--- config.mk ---
export PLATFORM = sky130hd
export DESIGN_NAME = pc_redirect_ctrl
export DESIGN_NICKNAME = d
export VERILOG_FILES = /design/src/rtl/pc_redirect_ctrl.sv
export SDC_FILE = /design/constraint.sdc
export NUM_CORES = 1
export LEC_CHECK = 0
export CAP_MARGIN = 20
export CORE_MARGIN = 3
export CORE_UTILIZATION = 31
export DETAILED_ROUTE_END_ITERATION = 8
export SLEW_MARGIN = 20
export SYNTH_ARGS = -nofsm -noshare
export SYNTH_HDL_FRONTEND = slang
export SYNTH_SLANG_ARGS = --single-unit
--- constraint.sdc ---
create_clock -name CLK -period 2.5 [get_ports CLK]
set_input_delay 0.5 -clock CLK [delete_from_list [all_inputs] [get_ports CLK]]
set_output_delay 0.5 -clock CLK [all_outputs]
set_load 0.03 [all_outputs]
--- src/rtl/pc_redirect_ctrl.sv ---
// Fetch-PC redirect owner: arbitrates BTB predictions against ID mispredict
// corrections, holds redirects until IF consumes them, and sequences the flush.
module pc_redirect_ctrl #(
  parameter int FLUSH_DEPTH = 7,
  parameter int CNT_W       = 32
) (
  input  logic             CLK,
  input  logic             RESET,
  input  logic             STALL,
  input  logic             pred_req_IN,
  input  logic [31:0]      pred_pc_IN,
  input  logic             resolve_valid_IN,
  input  logic             resolve_mispredict_IN,
  input  logic [31:0]      resolve_pc_IN,
  output logic             Request_Alt_PC_OUT,
  output logic [31:0]      Alt_PC_OUT,
  output logic             FLUSH_OUT,
  output logic             flush_busy_OUT,
  output logic [CNT_W-1:0] branch_count_OUT,
  output logic [CNT_W-1:0] mispredict_count_OUT
);

  typedef enum logic [1:0] {
    IDLE  = 2'd0,
    HOLD  = 2'd1,
    FLUSH = 2'd2
  } state_t;

  localparam logic [3:0] FLUSH_INIT = 4'(FLUSH_DEPTH - 1);

  state_t           state_q, state_d;
  logic             req_q, req_d;
  logic [31:0]      alt_pc_q, alt_pc_d;
  logic             flush_q, flush_d;
  logic             busy_q, busy_d;
  logic [3:0]       fcnt_q, fcnt_d;
  logic [CNT_W-1:0] branch_cnt_q, branch_cnt_d;
  logic [CNT_W-1:0] misp_cnt_q, misp_cnt_d;

  logic consume;
  logic accept;
  logic mispredict;

  assign consume    = req_q && !STALL;
  assign accept     = resolve_valid_IN && !STALL && (state_q != FLUSH);
  assign mispredict = accept && resolve_mispredict_IN;

  always_comb begin
    state_d      = state_q;
    req_d        = req_q;
    alt_pc_d     = alt_pc_q;
    flush_d      = flush_q;
    busy_d       = busy_q;
    fcnt_d       = fcnt_q;
    branch_cnt_d = branch_cnt_q;
    misp_cnt_d   = misp_cnt_q;

    if (accept && (branch_cnt_q != '1))
      branch_cnt_d = branch_cnt_q + CNT_W'(1);
    if (mispredict && (misp_cnt_q != '1))
      misp_cnt_d = misp_cnt_q + CNT_W'(1);

    if (consume)
      req_d = 1'b0;

    case (state_q)
      IDLE, HOLD: begin
        // Mispredict beats both a pending hold and a same-cycle prediction.
        if (mispredict) begin
          state_d  = FLUSH;
          req_d    = 1'b1;
          alt_pc_d = resolve_pc_IN;
          flush_d  = 1'b1;
          busy_d   = 1'b1;
          fcnt_d   = FLUSH_INIT;
        end else if (pred_req_IN && ((state_q == IDLE) || consume)) begin
          state_d  = HOLD;
          req_d    = 1'b1;
          alt_pc_d = pred_pc_IN;
        end else if ((state_q == HOLD) && consume) begin
          state_d = IDLE;
        end
      end
      FLUSH: begin
        // The flush window is fixed length; only leaving the state waits on IF.
        if (fcnt_q != 4'd0) begin
          fcnt_d = fcnt_q - 4'd1;
        end else begin
          flush_d = 1'b0;
          if (!req_q || consume) begin
            state_d = IDLE;
            busy_d  = 1'b0;
          end
        end
      end
      default: begin
        state_d = IDLE;
        req_d   = 1'b0;
        flush_d = 1'b0;
        busy_d  = 1'b0;
        fcnt_d  = 4'd0;
      end
    endcase
  end

  always_ff @(posedge CLK) begin
    if (RESET) begin
      state_q      <= IDLE;
      req_q        <= 1'b0;
      alt_pc_q     <= 32'h0;
      flush_q      <= 1'b0;
      busy_q       <= 1'b0;
      fcnt_q       <= 4'd0;
      branch_cnt_q <= '0;
      misp_cnt_q   <= '0;
    end else begin
      state_q      <= state_d;
      req_q        <= req_d;
      alt_pc_q     <= alt_pc_d;
      flush_q      <= flush_d;
      busy_q       <= busy_d;
      fcnt_q       <= fcnt_d;
      branch_cnt_q <= branch_cnt_d;
      misp_cnt_q   <= misp_cnt_d;
    end
  end

  assign Request_Alt_PC_OUT   = req_q;
  assign Alt_PC_OUT           = alt_pc_q;
  assign FLUSH_OUT            = flush_q;
  assign flush_busy_OUT       = busy_q;
  assign branch_count_OUT     = branch_cnt_q;
  assign mispredict_count_OUT = misp_cnt_q;

endmodule

== After elaboration in Yosys (flattened, before gate mapping) ==
Index checks and enable logic that the tools add are counted.

* Logic and storage cells: 63
* Input port bits: 70
* Flip-flop bits (word level): 105
* Output and inout bits: 99

* Reductions and logical operators: 21
* Eq/ne operators: 10
* $add $sub $neg: 3
* Mux-type cells: 21

{| class="wikitable"
|+ Operator list
! cell !! count
|-
| adder 32 x 1 -> 32 bit (second input constant) || 2
|-
| two-way mux 32 bit || 2
|-
| != test 32 bit (second input constant) || 2
|-
| two-way mux 2 bit || 5
|-
| != test 2 bit (second input constant) || 5
|-
| logical AND 1 bit || 8
|-
| two-way mux 4 bit || 2
|-
| one-hot mux 4 bit (2 select lines) || 1
|-
| two-way mux 1 bit || 7
|-
| one-hot mux 1 bit (2 select lines) || 3
|-
| AND reduction 2 bit || 3
|-
| AND reduction 3 bit || 2
|-
| != test 4 bit (second input constant) || 1
|-
| one-hot mux 2 bit (2 select lines) || 1
|-
| nonzero test 4 bit || 1
|-
| subtractor 4 x 1 -> 4 bit (second input constant) || 1
|-
| equality test 2 x 1 -> 1 bit (second input constant) || 1
|-
| equality test 2 bit (second input constant) || 1
|-
| zero test 1 bit || 2
|-
| zero test 2 bit || 1
|-
| logical OR 1 bit || 2
|-
| nonzero test 2 bit || 1
|-
| OR reduction 2 bit || 1
|}

== Longest topological paths before layout ==
Gate-level depths: netlist of the first run.

* Depth in word-level cells: 7
* Mapped depth: 8
* Mapped depth without buffers: 7

== Worst setup path after synthesis of the first run ==
Ideal clock, no wire load.

* Kind: register to register
* From: register misp_cnt_q[13] (netlist: mispredict_count_OUT[13])
* To: register misp_cnt_q[25] (netlist: mispredict_count_OUT[25])
* Data required time: 2430 ps
* Arrival: 2300 ps
* Clock period less this slack: 2371 ps
* Buffers on the path: 1
* Library setup time: 70 ps
* Path slack: 129 ps
* Cell stages (with the launch flop): 7
* Cell sequence: dfxtp_1 > nand4_4 > or4b_1 > buf_2 > or3_1 > or4_1 > a21oi_1

* Longest elaborated chain between the ends: 2
* Elaborated cells between the ends (all ways): 3
* Those cells by class: 1 x add/sub; 1 x eq/ne; 1 x reduce/logical

{| class="wikitable"
|+ RTL lines
! what !! line !! text
|-
| start: declaration || 38 || <nowiki>logic [CNT_W-1:0] misp_cnt_q, misp_cnt_d;</nowiki>
|-
| start signal: assignment || 124 || <nowiki>misp_cnt_q <= misp_cnt_d;</nowiki>
|-
| branches (longest 2 deep; another with adder 32 x 1 -> 32 bit) || -- ||
|}

Several ways; the timed one is not identified.
A chain may end at the register's enable or synchronous reset.

== Worst setup path after layout of the first run ==
* From: register branch_cnt_q[19] (netlist: branch_count_OUT[19])
* To: register branch_cnt_q[14] (netlist: branch_count_OUT[14])

* Longest elaborated chain between the ends: 2

{| class="wikitable"
|+ RTL lines
! what !! line !! text
|-
| start: declaration || 37 || <nowiki>logic [CNT_W-1:0] branch_cnt_q, branch_cnt_d;</nowiki>
|-
| start signal: assignment || 123 || <nowiki>branch_cnt_q <= branch_cnt_d;</nowiki>
|-
| != test 32 bit || 58 || <nowiki>if (accept && (branch_cnt_q != '1))</nowiki>
|-
| logical AND 1 bit || 58 ||
|}

Every way passes these cells.

==> results.cfg, run 1 <==
[clock_network]
cts.sinks = 105
clkLatencyLatePin_ns = 0.35
cts.clk_slew.worst_paths_ns = 0.07
cts_inserted_buffers = 9
h-tree-depth = 3
cts_tree = built
root_buffer = clkbuf_16
cts_resized = 0
cts_max_path_buffers = 2
cts_hold_buffers = 0
post_cts_buffers = 0

[global_route]
gr-total-overflow = 0
grt_pass1_vias = 4959
grt_pass1_wl_um = 25200
grtUsageTotal_pct = 17.2
grt_max_degree = 60
antenna_found_initial = 0

[yosys]
yosysSeqAreaShare_pct = 42.0
yosysMostFrequentCell = dfxtp_1
syn_area_per_cell_um2 = 7.98
synth_seq_cells = 105
synth_async_sr_flop_share_pct = 0
dominantRegCellSynth = dfxtp_1
ys_warn_count = 0
synth_top_area_cell = dfxtp_1
synth-edff-count = 0
ys_types = 47
synthTopCellsByCount = 105 x dfxtp_1, 93 x nand2_1, 64 x nor2_1
synth_top_area_share_pct = 42.0
synth.net_count = 701
synth_area_leaders = dfxtp_1 42%, nand2_1 7.0%, a311oi_1 5.6%
netlist_instances = 627
syn_area_um2 = 5000

[critical_path]
cp.required_ns = 2.72
rr_worst_depth = 6
cp-end-kind = register
crit_path_max_incr_delay_ns = 0.69
cp_top_family = simple AND/OR/NAND/NOR gates
crit_path_start_kind = register
worstPathArrival_ns = 2.50
reg2reg_slack_ns = 0.22
crit_chain = nand4_1, or4_1, o211ai_1, buf_4, xnor2_1, nor2_1
crit_path_max_fanout = 7
path_class = reg -> reg
crit_cells = 6
cp_num_buf_inv = 1
crit_slowest_cell = or4_1

[sta]
worst_slew_pin_slew_ns = 0.558
setup_violations = 0
maxSlewHeadroom_pct = 62.8
finalClockSkew_ns = 0.00714
hold_violations = 0
finalWorstSetupSlack_ns = 0.219
period_share_pct = 91.2
rsz0062_at_grt = false
slew_viol_final = 0
min_period_ns = 2.28
fmax_mhz = 438

[drt]
wl_per_cell_um = 15.6
route.detailed.drc = 0
wirelength_um = 16000
initialDrtViolationCount = 248
firstDrtPassIters = 6
vias_per_cell = 5.22
ant_nets = 0
vias = 5331

[placement]
hpwl_um = 11700
dp_slack_ns = -0.102
gp_congestion = 0.834
io_buffer_count = 168

[run_status]
outcome = completed

[die]
die_h_um = 133
core_um2 = 15500
die_w_um = 133
pin_count = 169
core.rowCount = 45
initial_core_util_pct = 32.3
die_area_um2 = 17700

[cells_and_area]
syn_to_final_growth_pct = 48.0
fill_cells = 1469
nets = 882
multi_input_area_um2 = 2720
antenna_cells = 0
seqCellArea_um2 = 2100
drive_above_1_share_pct = 8.75

[power_and_ir_drop]
peakVddDrop_mv = 0.305
finalPower_w = 0.00368
p_leak_nw = 2.49
power.density_nw_per_um2 = 496

[min_path]
hold_class = reg -> reg
hold_depth = 2

[flow_run]
cap_violations = 0
state kept, by name (all words and copies together), names as in the netlist:
name and cells:
Alt_PC_OUT 32, Request_Alt_PC_OUT 1, mispredict_count_OUT 32, branch_count_OUT 32
FLUSH_OUT 1, flush_busy_OUT 1, fcnt_q 4, state_q 2
worst min-delay path, delay by kind of cell, from the launching register on:
family	cells	cell delay, ns
AOI/OAI and AO/OA	1	0.05
DFF	1	0.31
and+or+nand+nor	1	0.05
power breakdown:
part | internal (W) | leakage, nW | switching [W] | total, W
clock network | 0.000660 | 0.124 | 0.000621 | 0.00128
registers | 0.00174 | 0.855 | 0.0000394 | 0.00178
logic | 0.000292 | 1.51 | 0.000325 | 0.000617
path summary, 6_finish.rpt:
path | start | to
hold reg to reg | FLUSH_OUT$_SDFFE_PP0P_ | FLUSH_OUT$_SDFFE_PP0P_
setup reg to reg | branch_count_OUT[19]$_SDFFE_PP0P_ | branch_count_OUT[14]$_SDFFE_PP0P_
hold / removal | FLUSH_OUT$_SDFFE_PP0P_ | FLUSH_OUT$_SDFFE_PP0P_
setup / recovery | branch_count_OUT[19]$_SDFFE_PP0P_ | branch_count_OUT[14]$_SDFFE_PP0P_
placed cells by master, fill, tap and decap left out, drive strengths merged, types with 4 or more instances in the layout:
cell / instances
a21oi: 50
a311oi: 32
and3: 6
and4: 4
buf: 40
clkbuf: 10
clkdlybuf4s50: 167
dfxtp: 105
ha: 4
inv: 14
mux2: 8
nand2: 93
nand3: 17
nand4: 23
nor2: 64
nor2b: 10
nor3: 11
nor4: 9
o2111ai: 5
o21ai: 34
o31ai: 15
or3: 32
or4: 17
xnor2: 5
xor2: 4
kinds of logic (layout without fill, tap and decap cells):
logic type / count (synthesis) / after routing / share of synthesized area [%]
simple gates: 300 / 300 / 30.1
compound gates: 149 / 149 / 19.3
flops: 105 / 105 / 42.0
buf+inv: 51 / 235 / 3.97
xor+xnor: 9 / 9 / 1.57
mux: 9 / 9 / 2.00
fa+ha+maj: 4 / 4 / 1.00
cell type report:
type | instances | area share [%]
Inverter | 14 | 0.709
Multi-Input combinational cell | 471 | 36.7
Clock inverter | 4 | 0.304
Tap cell | 211 | 3.56
Timing Repair Buffer | 207 | 27.3
Sequential cell | 105 | 28.4
Clock buffer | 10 | 3.09
per-layer routing:
metal	GRT usage, %	wire length (um)	part of all wire, %	vias up
met5	0	0	0	-
met4	5.89	337	2.1	0
met3	3.23	540	3.4	22
met2	29.7	8090	51	116
met1	21.6	7010	44	2537
li1	-	-	-	2656
through the flow:
| step | hold slack (ns) | util [%] | setup TNS, ns | cells | area [um^2] |
|---|---|---|---|---|---|
| floorplan | 0.482 | - | 0 | 627 | 5000 |
| global placement | 0.456 | 46.2 | -1.36 | 1008 | 7160 |
| detailed placement | 0.453 | 46.2 | -2.92 | 1008 | 7160 |
| CTS | 0.464 | 47.8 | 0 | 1022 | 7410 |
| global route | 0.493 | 47.8 | 0 | 1022 | 7410 |
| finish | 0.458 | 47.8 | 0 | 1022 | 7410 |
Power figures use the tool's default switching activity.
==> run 2, diff against run 1 <==
Settings changed: TNS_END_PERCENT set to 1.
==> results of run 2 <==
Final layout, timing and power as in run 1 (identical DEF).
==> run 3, diff against run 2 <==
Settings changed: CORE_UTILIZATION 31 to 46, PLACE_DENSITY set to 0.81.
==> results.cfg, run 3 (synthesized netlist as in run 1, its figures left out) <==
[critical_path]
crit_path_start_kind = register
path_class = reg -> reg
cp-end-kind = register
crit_path_max_fanout = 16
cp.required_ns = 2.74
worstPathArrival_ns = 2.57

[sta]
period_share_pct = 93.2
finalClockSkew_ns = 0.0132
worst_slew_pin_slew_ns = 0.722
setup_violations = 0
maxSlewHeadroom_pct = 51.8
rsz0062_at_grt = false
min_period_ns = 2.33
whs_ns = 0.490
fmax_mhz = 429
slew_viol_final = 0
finalWorstSetupSlack_ns = 0.169
hold_violations = 0

[power_and_ir_drop]
finalPower_w = 0.00337
power.density_nw_per_um2 = 469
peakVddDrop_mv = 0.313
p_leak_nw = 2.43

[cells_and_area]
antenna_cells = 0
drive_above_1_share_pct = 8.63
final_area_um2 = 7180
final_cell_mix = 167 x clkdlybuf4s50_1, 105 x dfxtp_1, 93 x nand2_1
layout_commonest_cell = clkdlybuf4s50_1
syn_to_final_growth_pct = 43.5
layoutNonFillerInstCount = 947
nets = 880

[die]
pin_count = 169
die_h_um = 110
die_w_um = 110
core.rowCount = 37
core_um2 = 10500
die_area_um2 = 12200
initial_core_util_pct = 47.8

[drt]
initialDrtViolationCount = 358
wirelength_um = 15300
route.detailed.drc = 0
vias_per_cell = 5.81
wl_per_cell_um = 16.1
ant_nets = 0
vias = 5505
firstDrtPassIters = 6

[clock_network]
cts.clk_slew.worst_paths_ns = 0.09
cts_resized = 0
h-tree-depth = 3
cts_inserted_buffers = 9
cts_tree = built
root_buffer = clkbuf_8
cts.sinks = 105
cts_hold_buffers = 0
post_cts_buffers = 0
cts_max_path_buffers = 2
clkLatencyLatePin_ns = 0.37

[placement]
io_buffer_count = 168
dp_cells = 931
gp_congestion = 0.852
dpl_cell_area_um2 = 7010
dp_slack_ns = -0.0487
hpwl_um = 11300

[flow_run]
cap_violations = 0

[global_route]
grtUsageTotal_pct = 24.2
antenna_found_initial = 0
grt_pass1_wl_um = 23800
grt_max_degree = 72
grt_pass1_vias = 5165
gr-total-overflow = 0

[run_status]
outcome = completed

[min_path]
hold_class = reg -> reg
run 3: changes by cell type in the layout (fill, tap and decap cells not counted):
cell        previous run  this run
buf_4                 36        37
clkinvlp_4             1         0
clkbuf_1               1         2
buf_12                 4         1
clkbuf_8               0        11
clkbuf_16              9         0
run 3: final cells by class:
cell class	count	area, um^2
clock buffer	13	159
clock inverter	3	15.0
fill	846	3280
inverter	14	52.6
multi-input combinational	471	2720
sequential	105	2100
tap	136	170
timing repair buffer	205	1970
run 3: path summary, 6_finish.rpt:
path                                     startpoint                               end  slack [ns]  cells past startpoint
setup / recovery  branch_count_OUT[15]$_SDFFE_PP0P_  branch_count_OUT[3]$_SDFFE_PP0P_        0.17                      6
hold reg to reg              FLUSH_OUT$_SDFFE_PP0P_            FLUSH_OUT$_SDFFE_PP0P_        0.49                      2
setup reg to reg  branch_count_OUT[15]$_SDFFE_PP0P_  branch_count_OUT[3]$_SDFFE_PP0P_        0.17                      6
hold / removal               FLUSH_OUT$_SDFFE_PP0P_            FLUSH_OUT$_SDFFE_PP0P_        0.49                      2
run 3: power by group:
| part | internal, W | switching, W |
|---|---|---|
| clock | 0.000414 | 0.000565 |
| sequential | 0.00174 | 0.0000410 |
| combinational | 0.000289 | 0.000325 |
| total | 0.00244 | 0.000930 |
run 3: critical path: stages, from the launching register on:
cell and delay, ns:
dfxtp_1 0.43, nand4_1 0.27, nor4_1 0.52, a21o_1 0.50, buf_4 0.26, xor2_1 0.16
nor2_1 0.05
run 3: metrics by stage:
step,TNS (ns),util (%)
6_report,0,68.7
5_1_grt,0,68.7
4_1_cts,0,68.7
3_5_place_dp,-0.0624,67.0
3_3_place_gp,-0.00232,67.0
2_1_floorplan,0,-
run 3: per-layer routing:
metal	GRT usage, %	part of all wire (%)	routed length, um
met3	4.02	5.0	771
met4	9.23	2.6	400
met2	42.1	51	7740
met5	0	0	0
met1	29.8	42	6370
